File: src/rtl/login_pkg.sv
// Shared types and constants for the keypad login sequencer.
package login_pkg;

  typedef enum logic [2:0] {
    ST_IDLE, ST_ENTRY, ST_CHECK, ST_LOGGED_IN,
    ST_CMD, ST_CMD_HOLD, ST_LOGOUT, ST_LOCKOUT
  } state_t;

  // Bit positions in btn_req; bit N drives output btn(N+1).
  localparam int CMD_LOGOUT      = 0;
  localparam int CMD_RESET_PW    = 1;
  localparam int CMD_ADD_USER    = 2;
  localparam int CMD_CHANGE_PW   = 3;
  localparam int CMD_DELETE_USER = 4;

  localparam int DEF_CHECK_CYCLES   = 4;
  localparam int DEF_MAX_FAIL       = 3;
  localparam int DEF_LOCKOUT_CYCLES = 1000;
  localparam int DEF_CMD_HOLD       = 2;

  function automatic int max3(input int a, input int b, input int c);
    int m;
    m = (a > b) ? a : b;
    return (m > c) ? m : c;
  endfunction

  // Fixed priority: lowest set bit wins.
  function automatic logic [4:0] prio_grant(input logic [4:0] req);
    return req & (~req + 5'd1);
  endfunction

endpackage

File: src/rtl/login_sequencer_if.sv
// Keypad, command-button and unlocker signals of the login sequencer.
interface login_sequencer_if;
  logic       digit_valid;
  logic [3:0] digit;
  logic       clear;
  logic [4:0] btn_req;
  logic       lock;

  logic [3:0] inputCount;
  logic [3:0] userNameInput0, userNameInput1, userNameInput2, userNameInput3;
  logic [3:0] passwordInput0, passwordInput1, passwordInput2, passwordInput3;
  logic       btn1, btn2, btn3, btn4, btn5;
  logic       lockout;
  logic [1:0] fail_count;

  modport master (
    output digit_valid, digit, clear, btn_req, lock,
    input  inputCount,
    input  userNameInput0, userNameInput1, userNameInput2, userNameInput3,
    input  passwordInput0, passwordInput1, passwordInput2, passwordInput3,
    input  btn1, btn2, btn3, btn4, btn5, lockout, fail_count
  );

  modport slave (
    input  digit_valid, digit, clear, btn_req, lock,
    output inputCount,
    output userNameInput0, userNameInput1, userNameInput2, userNameInput3,
    output passwordInput0, passwordInput1, passwordInput2, passwordInput3,
    output btn1, btn2, btn3, btn4, btn5, lockout, fail_count
  );
endinterface

File: src/rtl/lockout_timer.sv
// Loadable down-counter; done is high while the count sits at zero.
module lockout_timer #(
  parameter int MAX_CYCLES = 1000,
  localparam int W = $clog2(MAX_CYCLES + 1)
) (
  input  logic         clk,
  input  logic         rst,
  input  logic         load,
  input  logic [W-1:0] load_val,
  output logic         done
);
  logic [W-1:0] cnt_q;

  always_ff @(posedge clk or posedge rst) begin
    if (rst)              cnt_q <= '0;
    else if (load)        cnt_q <= load_val;
    else if (cnt_q != '0) cnt_q <= cnt_q - W'(1);
  end

  assign done = (cnt_q == '0);
endmodule

File: src/rtl/login_sequencer.sv
// Keypad login FSM: 8-digit entry, unlocker check, command buttons, lockout.
module login_sequencer
  import login_pkg::*;
#(
  parameter int CHECK_CYCLES   = DEF_CHECK_CYCLES,
  parameter int MAX_FAIL       = DEF_MAX_FAIL,
  parameter int LOCKOUT_CYCLES = DEF_LOCKOUT_CYCLES,
  parameter int CMD_HOLD       = DEF_CMD_HOLD
) (
  input logic              clk,
  input logic              rst,
  login_sequencer_if.slave bus
);
  localparam int TMAX = max3(LOCKOUT_CYCLES, CHECK_CYCLES, CMD_HOLD);
  localparam int TW   = $clog2(TMAX + 1);
  // Timer counts down to zero inclusive, so load N-1 for an N-cycle wait.
  localparam logic [TW-1:0] CHECK_LD = TW'(CHECK_CYCLES - 1);
  localparam logic [TW-1:0] LOCK_LD  = TW'(LOCKOUT_CYCLES - 1);
  localparam logic [TW-1:0] HOLD_LD  = TW'(CMD_HOLD - 1);
  localparam logic [1:0]    MAXF     = 2'(MAX_FAIL);

  state_t        state_q, state_n;
  logic [3:0]    count_q, count_n;
  logic [3:0]    dig_q [8];
  logic [3:0]    dig_n [8];
  logic [4:0]    btn_q, btn_n, prev_q, grant;
  logic [1:0]    fail_q, fail_n, fail_inc;
  logic          lockout_q, lockout_n, need8_q, need8_n;
  logic          accept, t_load, t_done;
  logic [TW-1:0] t_val;

  lockout_timer #(.MAX_CYCLES(TMAX)) u_timer (
    .clk(clk), .rst(rst), .load(t_load), .load_val(t_val), .done(t_done)
  );

  always_ff @(posedge clk or posedge rst) begin
    if (rst) begin
      state_q   <= ST_IDLE;
      count_q   <= '0;
      btn_q     <= '0;
      prev_q    <= '0;
      fail_q    <= '0;
      lockout_q <= 1'b0;
      need8_q   <= 1'b0;
      for (int i = 0; i < 8; i++) dig_q[i] <= '0;
    end else begin
      state_q   <= state_n;
      count_q   <= count_n;
      btn_q     <= btn_n;
      prev_q    <= bus.btn_req;
      fail_q    <= fail_n;
      lockout_q <= lockout_n;
      need8_q   <= need8_n;
      dig_q     <= dig_n;
    end
  end

  always_comb begin
    state_n   = state_q;
    count_n   = count_q;
    dig_n     = dig_q;
    btn_n     = btn_q;
    fail_n    = fail_q;
    lockout_n = lockout_q;
    need8_n   = need8_q;
    t_load    = 1'b0;
    t_val     = '0;
    accept    = bus.digit_valid && (bus.digit <= 4'd9) && !bus.clear;
    grant     = prio_grant(bus.btn_req & ~prev_q);
    fail_inc  = (fail_q == MAXF) ? fail_q : fail_q + 2'd1;

    case (state_q)
      ST_IDLE, ST_ENTRY: begin
        if (bus.clear) begin
          count_n = '0;
          dig_n   = '{default: 4'd0};
          state_n = ST_IDLE;
        end else if (accept) begin
          dig_n[count_q[2:0]] = bus.digit;
          count_n = count_q + 4'd1;
          state_n = ST_ENTRY;
          if (count_q == 4'd7) begin
            state_n = ST_CHECK;
            t_load  = 1'b1;
            t_val   = CHECK_LD;
          end
        end
      end
      ST_CHECK: begin
        if (t_done) begin
          if (!bus.lock) begin
            state_n = ST_LOGGED_IN;
            fail_n  = '0;
          end else begin
            fail_n  = fail_inc;
            count_n = '0;
            state_n = ST_IDLE;
            if (fail_inc == MAXF) begin
              state_n   = ST_LOCKOUT;
              lockout_n = 1'b1;
              t_load    = 1'b1;
              t_val     = LOCK_LD;
            end
          end
        end
      end
      ST_LOGGED_IN: begin
        if (grant[CMD_LOGOUT]) begin
          btn_n   = grant;
          count_n = '0;
          state_n = ST_LOGOUT;
          t_load  = 1'b1;
          t_val   = HOLD_LD;
        end else if (grant != '0) begin
          btn_n   = grant;
          count_n = '0;
          need8_n = grant[CMD_ADD_USER] | grant[CMD_CHANGE_PW];
          state_n = ST_CMD;
        end
      end
      ST_CMD: begin
        if (bus.clear) begin
          count_n = '0;
          dig_n   = '{default: 4'd0};
          btn_n   = '0;
          state_n = ST_LOGGED_IN;
        end else if (accept) begin
          dig_n[count_q[2:0]] = bus.digit;
          count_n = count_q + 4'd1;
          if (count_n == (need8_q ? 4'd8 : 4'd4)) begin
            state_n = ST_CMD_HOLD;
            t_load  = 1'b1;
            t_val   = HOLD_LD;
          end
        end
      end
      ST_CMD_HOLD, ST_LOGOUT: begin
        if (t_done) begin
          btn_n   = '0;
          count_n = '0;
          state_n = (state_q == ST_LOGOUT) ? ST_IDLE : ST_LOGGED_IN;
        end
      end
      ST_LOCKOUT: begin
        if (t_done) begin
          lockout_n = 1'b0;
          fail_n    = '0;
          count_n   = '0;
          state_n   = ST_IDLE;
        end
      end
      default: state_n = ST_IDLE;
    endcase
  end

  assign bus.inputCount     = count_q;
  assign bus.userNameInput0 = dig_q[0];
  assign bus.userNameInput1 = dig_q[1];
  assign bus.userNameInput2 = dig_q[2];
  assign bus.userNameInput3 = dig_q[3];
  assign bus.passwordInput0 = dig_q[4];
  assign bus.passwordInput1 = dig_q[5];
  assign bus.passwordInput2 = dig_q[6];
  assign bus.passwordInput3 = dig_q[7];
  assign bus.btn1           = btn_q[CMD_LOGOUT];
  assign bus.btn2           = btn_q[CMD_RESET_PW];
  assign bus.btn3           = btn_q[CMD_ADD_USER];
  assign bus.btn4           = btn_q[CMD_CHANGE_PW];
  assign bus.btn5           = btn_q[CMD_DELETE_USER];
  assign bus.lockout        = lockout_q;
  assign bus.fail_count     = fail_q;
endmodule

File: src/flat_wrapper.sv
// flat-port wrapper written by rule: the top's interface ports become plain ports
module login_sequencer_flat import login_pkg::*;
#(
  parameter int CHECK_CYCLES   = DEF_CHECK_CYCLES,
  parameter int MAX_FAIL       = DEF_MAX_FAIL,
  parameter int LOCKOUT_CYCLES = DEF_LOCKOUT_CYCLES,
  parameter int CMD_HOLD       = DEF_CMD_HOLD
)
  (clk, rst, bus_digit_valid, bus_digit, bus_clear, bus_btn_req, bus_lock, bus_inputCount, bus_userNameInput0, bus_userNameInput1, bus_userNameInput2, bus_userNameInput3, bus_passwordInput0, bus_passwordInput1, bus_passwordInput2, bus_passwordInput3, bus_btn1, bus_btn2, bus_btn3, bus_btn4, bus_btn5, bus_lockout, bus_fail_count);
  login_sequencer_if bus_i ();
  input logic clk;
  input logic rst;
  input wire logic [$bits(bus_i.digit_valid)-1:0] bus_digit_valid;
  input wire logic [$bits(bus_i.digit)-1:0] bus_digit;
  input wire logic [$bits(bus_i.clear)-1:0] bus_clear;
  input wire logic [$bits(bus_i.btn_req)-1:0] bus_btn_req;
  input wire logic [$bits(bus_i.lock)-1:0] bus_lock;
  output wire logic [$bits(bus_i.inputCount)-1:0] bus_inputCount;
  output wire logic [$bits(bus_i.userNameInput0)-1:0] bus_userNameInput0;
  output wire logic [$bits(bus_i.userNameInput1)-1:0] bus_userNameInput1;
  output wire logic [$bits(bus_i.userNameInput2)-1:0] bus_userNameInput2;
  output wire logic [$bits(bus_i.userNameInput3)-1:0] bus_userNameInput3;
  output wire logic [$bits(bus_i.passwordInput0)-1:0] bus_passwordInput0;
  output wire logic [$bits(bus_i.passwordInput1)-1:0] bus_passwordInput1;
  output wire logic [$bits(bus_i.passwordInput2)-1:0] bus_passwordInput2;
  output wire logic [$bits(bus_i.passwordInput3)-1:0] bus_passwordInput3;
  output wire logic [$bits(bus_i.btn1)-1:0] bus_btn1;
  output wire logic [$bits(bus_i.btn2)-1:0] bus_btn2;
  output wire logic [$bits(bus_i.btn3)-1:0] bus_btn3;
  output wire logic [$bits(bus_i.btn4)-1:0] bus_btn4;
  output wire logic [$bits(bus_i.btn5)-1:0] bus_btn5;
  output wire logic [$bits(bus_i.lockout)-1:0] bus_lockout;
  output wire logic [$bits(bus_i.fail_count)-1:0] bus_fail_count;
  assign bus_i.digit_valid = bus_digit_valid;
  assign bus_i.digit = bus_digit;
  assign bus_i.clear = bus_clear;
  assign bus_i.btn_req = bus_btn_req;
  assign bus_i.lock = bus_lock;
  assign bus_inputCount = bus_i.inputCount;
  assign bus_userNameInput0 = bus_i.userNameInput0;
  assign bus_userNameInput1 = bus_i.userNameInput1;
  assign bus_userNameInput2 = bus_i.userNameInput2;
  assign bus_userNameInput3 = bus_i.userNameInput3;
  assign bus_passwordInput0 = bus_i.passwordInput0;
  assign bus_passwordInput1 = bus_i.passwordInput1;
  assign bus_passwordInput2 = bus_i.passwordInput2;
  assign bus_passwordInput3 = bus_i.passwordInput3;
  assign bus_btn1 = bus_i.btn1;
  assign bus_btn2 = bus_i.btn2;
  assign bus_btn3 = bus_i.btn3;
  assign bus_btn4 = bus_i.btn4;
  assign bus_btn5 = bus_i.btn5;
  assign bus_lockout = bus_i.lockout;
  assign bus_fail_count = bus_i.fail_count;
  login_sequencer #(.CHECK_CYCLES(CHECK_CYCLES), .MAX_FAIL(MAX_FAIL), .LOCKOUT_CYCLES(LOCKOUT_CYCLES), .CMD_HOLD(CMD_HOLD)) u_core (.clk(clk), .rst(rst), .bus(bus_i));
endmodule
File: config.mk
export PLATFORM = sky130hd
export DESIGN_NAME = login_sequencer_flat
export DESIGN_NICKNAME = d
export VERILOG_FILES = /design/src/rtl/login_pkg.sv /design/src/rtl/login_sequencer_if.sv /design/src/rtl/lockout_timer.sv /design/src/rtl/login_sequencer.sv /design/src/flat_wrapper.sv
export SDC_FILE = /design/constraint.sdc
export NUM_CORES = 1
export LEC_CHECK = 0
export ABC_AREA = 1
export CORE_UTILIZATION = 23
export CTS_BUF_LIST = sky130_fd_sc_hd__clkbuf_16
export CTS_CLUSTER_DIAMETER = 120
export CTS_CLUSTER_SIZE = 20
export DETAILED_ROUTE_END_ITERATION = 6
export DONT_BUFFER_PORTS = 1
export SYNTH_ARGS = -nofsm -noshare
export SYNTH_HDL_FRONTEND = slang
export SYNTH_SLANG_ARGS = --single-unit
File: constraint.sdc
create_clock -name clk -period 2.59 [get_ports clk]
set_clock_uncertainty 0.1 [all_clocks]
set_input_delay 0.3885 -clock clk [delete_from_list [all_inputs] [get_ports clk]]
set_output_delay 0.3885 -clock clk [all_outputs]
set_load 0.01 [all_outputs]
# --- Yosys cells after proc, flatten, opt, wreduce, memory -nomap -nowiden ---
# Cells that the tools add are included.
word_totals:
  register_bits: 63
  in_bits: 14
  out_inout_bits: 44
  wordCells: 144
classes:
  n_addsub: 4
  n_lt_le_gt_ge: 3
  eq_ne: 23
  mux: 68
  n_bitwise: 7
  reduce_logical: 23
ops:
  columns: ["op", "n"]
  rows:
  - ["two-way mux 10 bit", 9]
  - ["two-way mux 32 bit", 2]
  - ["case mux 10 bit (4 select lines)", 1]
  - ["two-way mux 3 bit", 12]
  - ["two-way mux 4 bit", 9]
  - ["bitwise mux 32 bit", 1]
  - ["two-way mux 5 bit", 4]
  - ["case mux 3 bit (6 select lines)", 1]
  - ["two-way mux 1 bit", 16]
  - ["case mux 4 bit (4 select lines)", 1]
  - ["case mux 5 bit (3 select lines)", 1]
  - ["two-way mux 2 bit", 7]
  - ["demux 4 bit (select 3 bit)", 1]
  - ["equality test 3 bit (second input constant)", 4]
  - ["AND 5 bit", 2]
  - ["logical NOT 10 bit", 1]
  - ["!= test 2 x 1 -> 1 bit (second input constant)", 5]
  - ["NOT 5 bit", 2]
  - ["AND reduction 5 bit", 2]
  - ["nonzero test 10 bit", 1]
  - ["subtractor 10 x 1 -> 10 bit (second input constant)", 1]
  - ["!= test 3 x 2 -> 1 bit (second input constant)", 3]
  - ["AND reduction 7 bit", 1]
  - ["equality test 3 x 2 -> 1 bit (second input constant)", 2]
  - ["29 further kinds", 39]

# --- Depth between registers and ports, before layout ---
# Gate-level depths: netlist (run 1).
logic_depth:
  depth_word: 9
  depth_mapped: 13

# --- By module ---
# A second synthesis (run 1) with hierarchy kept.
hier_totals:
  cells_unflattened: 398
  area_unflattened_um2: 3325.7
by_module_without_submodules:
  columns: ["mod", "n_inst", "cells_per_inst", "area_each_um2"]
  rows:
  - ["login_sequencer", 1, 301, 2640.0]
  - ["lockout_timer", 1, 97, 685.7]

# --- Least setup slack after synthesis (run 1) ---
# Ideal clock, no wire load.
synth_timing:
  path_type: "register to register"
  start: "register u_core.u_timer.cnt_q[0]"
  end: "register u_core.state_q[0]"
  setup_ps: 117
  t_arrival_ps: 1543
  t_required_ps: 2373
  slack_ps: 830
  stages_incl_launch_ff: 14
  n_path_buf: 0
  period_less_slack_ps: 1760
  cell_sequence: "dfrtp_1 -> inv_1 -> ha_1 -> inv_1 -> nor2_1 -> nand2_1 -> nor2_2 -> inv_2 -> nand2_1 -> nand2_2 -> nor2_4 -> nand2_1 -> nand2_1 -> nand2_1"
synth_via:
  elab_chain_cells: 3
  elab_cells_between_ends: 5
synth_rtl:
  columns: ["element", "line", "rtl"]
  rows:
  - ["from (decl)", "lockout_timer.sv:12", "logic [W-1:0] cnt_q;"]
  - ["from (signal assigned)", "lockout_timer.sv:16", "else if (load) cnt_q <= load_val;"]
  - ["from (signal assigned)", "lockout_timer.sv:17", "else if (cnt_q != '0) cnt_q <= cnt_q - W'(1);"]
  - ["logical NOT 10 bit *", "lockout_timer.sv:20", "assign done = (cnt_q == '0);"]
  - ["!= test 2 x 1 -> 1 bit (no source line)", null, null]
  - ["AND reduction 7 bit (no source line) *", null, null]
  - ["to (signal assigned)", "login_sequencer.sv:47", "state_q <= state_n;"]
  - ["to (decl)", "login_sequencer.sv:22", "state_t state_q, state_n;"]
# Mark *: on every way between the ends. The rest lies on a longest branch, timed or not.
# A chain may end at the register's enable or synchronous reset.

# --- Worst setup path after layout (run 1) ---
layout_timing:
  start: "register u_core.count_q[0], in the netlist u_core.bus.inputCount[0]"
  end: "register u_core.u_timer.cnt_q[6]"
layout_via:
  elab_chain_cells: 7
  elab_cells_between_ends: 12
layout_rtl:
  columns: ["element", "line", "rtl"]
  rows:
  - ["from (decl)", "login_sequencer.sv:23", "logic [3:0] count_q, count_n;"]
  - ["from (signal assigned)", "login_sequencer.sv:48", "count_q <= count_n;"]
  - ["adder 4 x 1 -> 4 bit", "login_sequencer.sv:129", "count_n = count_q + 4'd1;"]
  - ["equality test 4 bit", "login_sequencer.sv:130", "if (count_n == (need8_q ? 4'd8 : 4'd4)) begin"]
  - ["two-way mux 1 bit", "login_sequencer.sv:130", null]
  - ["two-way mux 1 bit", "login_sequencer.sv:127", "end else if (accept) begin"]
  - ["two-way mux 1 bit", "login_sequencer.sv:122", "if (bus.clear) begin"]
  - ["case mux 1 bit (4 select lines) *", "login_sequencer.sv:72", "case (state_q)"]
  - ["two-way mux 10 bit / nonzero test 2 bit (equally long branches)", null, null]
# Marks and branches as above.

==> results of run 1 <==
## final timing paths
kind | from | slack [ps] | endpoint
max in group asynchronous | rst | 1280 | u_core.bus.userNameInput1[3]
min in group asynchronous | rst | 500 | u_core.bus.userNameInput0[3]
setup reg to reg | u_core.bus.inputCount[0] | 480 | u_core.u_timer.cnt_q[6]
hold reg to reg | u_core.u_timer.cnt_q[0] | 400 | u_core.u_timer.cnt_q[0]
hold / removal | bus_btn_req[1] | 150 | u_core.btn_q[1]
setup / recovery | u_core.bus.inputCount[0] | 480 | u_core.u_timer.cnt_q[6]
## placed cells by master, fill, tap and decap left out
cell type | netlist | final
a211oi_1 | 1 | 1
nand4_2 | 1 | 1
nand3_1 | 36 | 36
nand4_1 | 7 | 7
nor2_4 | 4 | 4
buf_12 | 0 | 1
clkinv_1 | 0 | 2
clkinv_2 | 0 | 1
nand2_4 | 1 | 1
nand2_1 | 64 | 64
nand2_2 | 4 | 4
nand3_2 | 2 | 2
nor2_2 | 6 | 6
inv_1 | 65 | 66
inv_2 | 4 | 5
dfrtp_1 | 63 | 63
o211ai_1 | 2 | 2
o2111ai_1 | 1 | 1
xor2_1 | 6 | 6
a21boi_0 | 1 | 1
buf_4 | 2 | 1
o22ai_1 | 33 | 33
nor3_1 | 2 | 2
o21ai_0 | 18 | 18
clkbuf_16 | 0 | 9
dlygate4sd3_1 | 0 | 6
nor2_1 | 26 | 26
xnor2_1 | 1 | 1
a21oi_1 | 14 | 14
or2_2 | 1 | 1
o21ai_1 | 1 | 1
ha_1 | 4 | 4
## cell usage after synthesis (2+ instances only)
cell type,count,share of area [%]
nand3_1,36,5.8
a21oi_1,14,2.3
nor2_4,4,1.5
nand2_1,64,7.7
o211ai_1,2,0.48
ha_1,4,1.6
xor2_1,6,1.7
nand3_2,2,0.64
nand2_2,4,0.81
inv_2,4,0.48
o22ai_1,33,6.6
nor2_1,26,3.1
buf_4,2,0.48
nand4_1,7,1.4
inv_1,65,7.9
nor2_2,6,1.2
o21ai_0,18,2.9
nor3_1,2,0.32
dfrtp_1,63,51
## per-layer routing
layer,up-vias,GRT usage (%),wire (um)
met5,-,0,0
met4,0,6.250,143
met3,11,4.151,656
met2,72,20.37,3874
met1,1228,16.33,3779
li1,1259,-,-
## power groups by stage
stage	clock (mW)	sequential, mW	combinational (mW)
finish	1.02	1.59	0.989
global route	1.10	1.63	1.14
CTS	1.04	1.60	0.996
detailed placement	0	1.62	0.981
global placement	0	1.61	0.950
floorplan	0	1.50	0.803
## registers in the layout (all words and copies together) (netlist names)
register                   cells
u_core.bus.passwordInput1      4
u_core.btn_q                   5
u_core.bus.userNameInput3      4
u_core.state_q                 3
u_core.bus.inputCount          4
u_core.bus.passwordInput2      4
u_core.u_timer.cnt_q          10
u_core.bus.passwordInput0      4
u_core.bus.userNameInput2      4
u_core.bus.fail_count          2
u_core.bus.userNameInput0      4
u_core.need8_q                 1
u_core.bus.lockout             1
u_core.bus.passwordInput3      4
u_core.bus.userNameInput1      4
u_core.prev_q                  5
## area by class of cell
cell class,count,area (um^2)
Tap cell,176,220.2
Multi-Input combinational cell,236,1251
Timing Repair Buffer,8,87.58
Sequential cell,63,1577
Clock buffer,9,225.2
Clock inverter,5,20.02
Fill cell,1376,9550
Inverter,69,259.0
## worst max-delay path: stages (launching register included)
cell	delay (ps)
dfrtp_1	610
ha_1	280
inv_1	50
nand2_1	80
nand2_1	90
nor2_1	90
nand2_1	70
nand2_1	90
nand3_2	190
nand2_4	180
nor2_1	80
a21oi_1	120
## per-stage QoR
step,power (mW),std cells
6_report,3.605,566
5_1_grt,3.873,566
3_5_place_dp,2.598,546
3_3_place_gp,2.558,546
4_1_cts,3.635,566
2_1_floorplan,2.303,371
## cell families (layout without fill, tap and decap cells)
family	after synthesis	count (layout)	synth area share (%)
AOI/OAI and AO/OA	71	71	13.22
adders and majority gates	4	4	1.612
and+or+nand+nor	154	154	23.49
xor gates and xnor gates	7	7	1.974
DFF	63	63	50.77
buffers and inverters	72	91	8.944
==> results.cfg, run 1 <==
[layout]
fin_util_pct = 27.59
final_area_um2 = 3640
area_growth_pct = 17.20
drive_gt1_share_pct = 9.231
antenna_cells = 0
fin_nets = 405

[outcome]
status = finished, final reports clean

[synth]
avgSynthCellArea_um2 = 8.371
synthCells = 371
synthArstFlopShare_pct = 100.0
synth_warnings = 0
synth-edff-count = 0
synth_nets = 389
ys.flop_type = dfrtp_1
yosys_register_bits = 63
synthDistinctLibCells = 28
ys_seq_area_share_pct = 50.77
netlist_area_um2 = 3105

[critical_path]
worstPathRequired_ps = 2740
critPathCaptureType = flop
critPathKind = flop to flop
crit_fanout = 10
cp-start-kind = flop
r2r_cells = 11
critPathArrivalTime_ps = 2260

[drt]
remaining_drc_errors = 0
firstDrtPassIters = 4
vias = 2570
drtIter0Drc = 165
ant_nets = 0
wl_per_cell_um = 14.94
drt-total-wl_mm = 8.454
via_per_inst = 4.541

[sta]
finalSetupViolCount = 0
slew_headroom_pct = 60.39
worst_slack_ps = 482.7
fin_tns_setup_ps = 0
finalCritPeriodShare_pct = 81.36
tightest_slew_ps = 593.2
whs_ps = 151.0
max_freq_ghz = 0.4745
fin_crit_ps = 2107
finalHoldViolCount = 0
drv_slew = 0
rsz0062_at_grt = no

[grt]
overflow = 0
grt_pass1_vias = 2698
grtUsageTotal_pct = 13.07
grt_pass1_wl_mm = 14.03
grt_max_degree = 39
antenna_found_initial = 0

[pwr]
p_int_mw = 2.218
leakagePower_nw = 1.680
seq_power_share_pct = 44.2
cellPowerDensity_nw_per_um2 = 990.6
swShare_pct = 38.48
clkPwrFrac_pct = 28.3
ir_drop_uv = 344.4
power.switching_mw = 1.387
pwr-share-comb_pct = 27.4

[clock_tree]
numCtsBuffers = 9
cts_root_buf = clkbuf_16
clk_pin_slew_worst_paths_ps = 50
clock_latency_ps = 330
cts_tree = built
cts-resized-gates = 0
clock-sinks = 63
cts_buffer_depth = 2
cts_max_level = 3
postCtsSetupBuffers = 0
postCtsHoldBufs = 6

[min_path]
hold_path.class = primary input to flop
hold_depth = 2

[floorplanning]
dieWidth_um = 118.2
die_h_um = 118.2
start_util_pct = 23.54
core_area_um2 = 13190
num_rows = 42
die_area_um2 = 13970
io-pin-count = 58

[place]
post_dp_cell_area_um2 = 3334
gp_congestion = 0.8072
pre_cts_ws_ps = 504.2
dp_hpwl_mm = 6.279
port_buffers = 0

[job]
maxCapViolations = 0
Note: power is estimated with default switching activity, not from simulation.
==> inputs of run 2 (changes only) <==
- clock period: 2.59 -> 1.8 ns (I/O delays scaled with it)
==> run 2 against run 1 <==
Register-to-register slack got worse by 440 ps. Combinational power increased by 100%. Maximum frequency increased by 20%. Critical path depth increased by 1. Sequential share of layout area decreased by 5.3 points. Sequential power increased by 40%. First-iteration DRC count decreased by 31%.
==> results.cfg, run 2 (synthesized netlist as in run 1, its figures left out) <==
[floorplanning]
io-pin-count = 58
dieWidth_um = 118.2
core_area_um2 = 13190
num_rows = 42
start_util_pct = 23.54
die_area_um2 = 13970
die_h_um = 118.2

[clock_tree]
cts_buffer_depth = 2
cts_root_buf = clkbuf_16
numCtsBuffers = 9
clk_pin_slew_worst_paths_ps = 50
clock_latency_ps = 330
cts_max_level = 3
clock-sinks = 63
cts_tree = built

[grt]
grt_pass1_vias = 2869
grtUsageTotal_pct = 13.77
grt_max_degree = 27
overflow = 0
grtUsageMet1_pct = 16.16
grt_pass1_wl_mm = 14.79
antenna_found_initial = 0
met3_usage_pct = 5.743
grtUsageMet2_pct = 21.18
grt_busiest_layer = met2

[pwr]
clkPwrFrac_pct = 25.7
seq_power_share_pct = 39.1
leakagePower_nw = 1.868
p_int_mw = 3.512
pwr-share-comb_pct = 35.3
ir_drop_uv = 376.2
cellPowerDensity_nw_per_um2 = 1371
swShare_pct = 38.35
power.switching_mw = 2.185

[critical_path]
r2r-start = u_core.u_timer.cnt_q[0]
critPathTopFamily = simple AND/OR/NAND/NOR gates
critPathArrivalTime_ps = 1920
max_stage_delay_ps = 380
r2r_cells = 12
crit_start = u_core.u_timer.cnt_q[0]
crit_fanout = 7
worstPathRequired_ps = 1960
critPathBufInv = 3
endpoint = u_core.bus.inputCount[2]
crit_chain = inv_2 -> ha_4 -> inv_2 -> nor2_4 -> nand2_2 -> nor2_4 -> inv_2 -> nand2_2 -> nand2_4 -> nor2_4 -> nand2_2 -> o21ai_2
critPathCaptureType = flop
cp-start-kind = flop
regToRegEndpoint = u_core.bus.inputCount[2]
critPathKind = flop to flop
reg2reg_slack_ps = 40
crit_cells = 12
cp_slowest_cell = dfrtp_1

[min_path]
hold_path.class = primary input to flop

[layout]
largest_reg_flops = 10
drive_gt1_share_pct = 26.93
fin_nets = 442
area_growth_pct = 33.80
layout_common_cells = 63 x inv_1, 60 x dfrtp_1, 54 x nand2_1
mostFrequentLayoutCell = inv_1
antenna_cells = 0
reg_top3 = u_core.u_timer.cnt_q x10, u_core.btn_q x5, u_core.prev_q x5
regMostFlops = u_core.u_timer.cnt_q
nFillCells = 1361

[drt]
via_per_inst = 4.519
vias = 2725
ant_nets = 0
drtIter0Drc = 114
firstDrtPassIters = 5
wl_per_cell_um = 14.65
remaining_drc_errors = 0
drt-total-wl_mm = 8.833

[sta]
finalHoldViolCount = 0
slew_headroom_pct = 58.79
finalSetupViolCount = 0
whs_ps = 21.87
tightest_slew_ps = 616.8
rsz0062_at_grt = yes
finalCritPeriodShare_pct = 97.78
drv_slew = 0
worst_slack_ps = 39.89
max_freq_ghz = 0.5681
fin_crit_ps = 1760

[job]
maxCapViolations = 0

[place]
pre_cts_ws_ps = -34.91
dp_hpwl_mm = 6.623
gp_congestion = 0.8537
port_buffers = 0

[outcome]
status = finished, final reports clean
==> run 2: cell type report <==
class	instances	area, um^2	share of cell area (%)
multi-input combinational	236	1460	35.14
inverter	69	262.8	6.323
sequential	63	1580	38.03
clock inverter	5	20.02	0.4818
tap	176	220.2	5.300
timing repair buffer	45	386.6	9.304
clock buffer	9	225.2	5.420
==> run 2: power by group through the flow <==
stage               logic (mW)  clock network [mW]  registers (mW)
floorplan                 1.16                   0            2.16
global placement          1.70                   0            2.21
detailed placement        1.73                   0            2.22
CTS                       1.78                1.51            2.20
global route              2.26                1.58            2.29
finish                    2.01                1.46            2.23
==> run 2: metrics by stage <==
step           instance area, um^2  std cells  util, %  setup TNS [ps]  power, mW
5_1_grt                       4155        603    31.50          -568.5      6.129
4_1_cts                       3924        600    29.75               0      5.486
3_3_place_gp                  3591        578    27.22          -3.562      3.913
3_5_place_dp                  3591        578    27.22          -212.6      3.950
2_1_floorplan                 3109        371        -               0      3.315
6_report                      4155        603    31.50               0      5.697
==> run 2: repair_timing <==
item | in CTS | in global routing
setup endpoints to repair | 16 | 56
hold endpoints to repair | 29 | 0
resized for setup | 2 | 60
pin swaps | 2 | 15
hold buffers | 6 | 0
cloned | 0 | 1
setup buffers | 2 | 2
==> run 2: layer usage <==
layer / share of wire [%] / routed length [um]
met4: 2.8 / 243
met2: 47 / 4161
met1: 42 / 3704
met5: 0 / 0
met3: 8.2 / 724
==> run 2: worst min-delay path by stage <==
stage          slack, ps                      endpoint           start  depth (start not counted)
5_1_grt               20               u_core.btn_q[4]  bus_btn_req[4]                          2
3_5_place_dp         150  u_core.bus.passwordInput2[2]             rst                          1
4_1_cts               10               u_core.btn_q[4]  bus_btn_req[4]                          2
6_report              20               u_core.btn_q[4]  bus_btn_req[4]                          2
3_3_place_gp         140  u_core.bus.passwordInput2[2]             rst                          1
2_1_floorplan        200              u_core.prev_q[0]  bus_btn_req[0]                          0
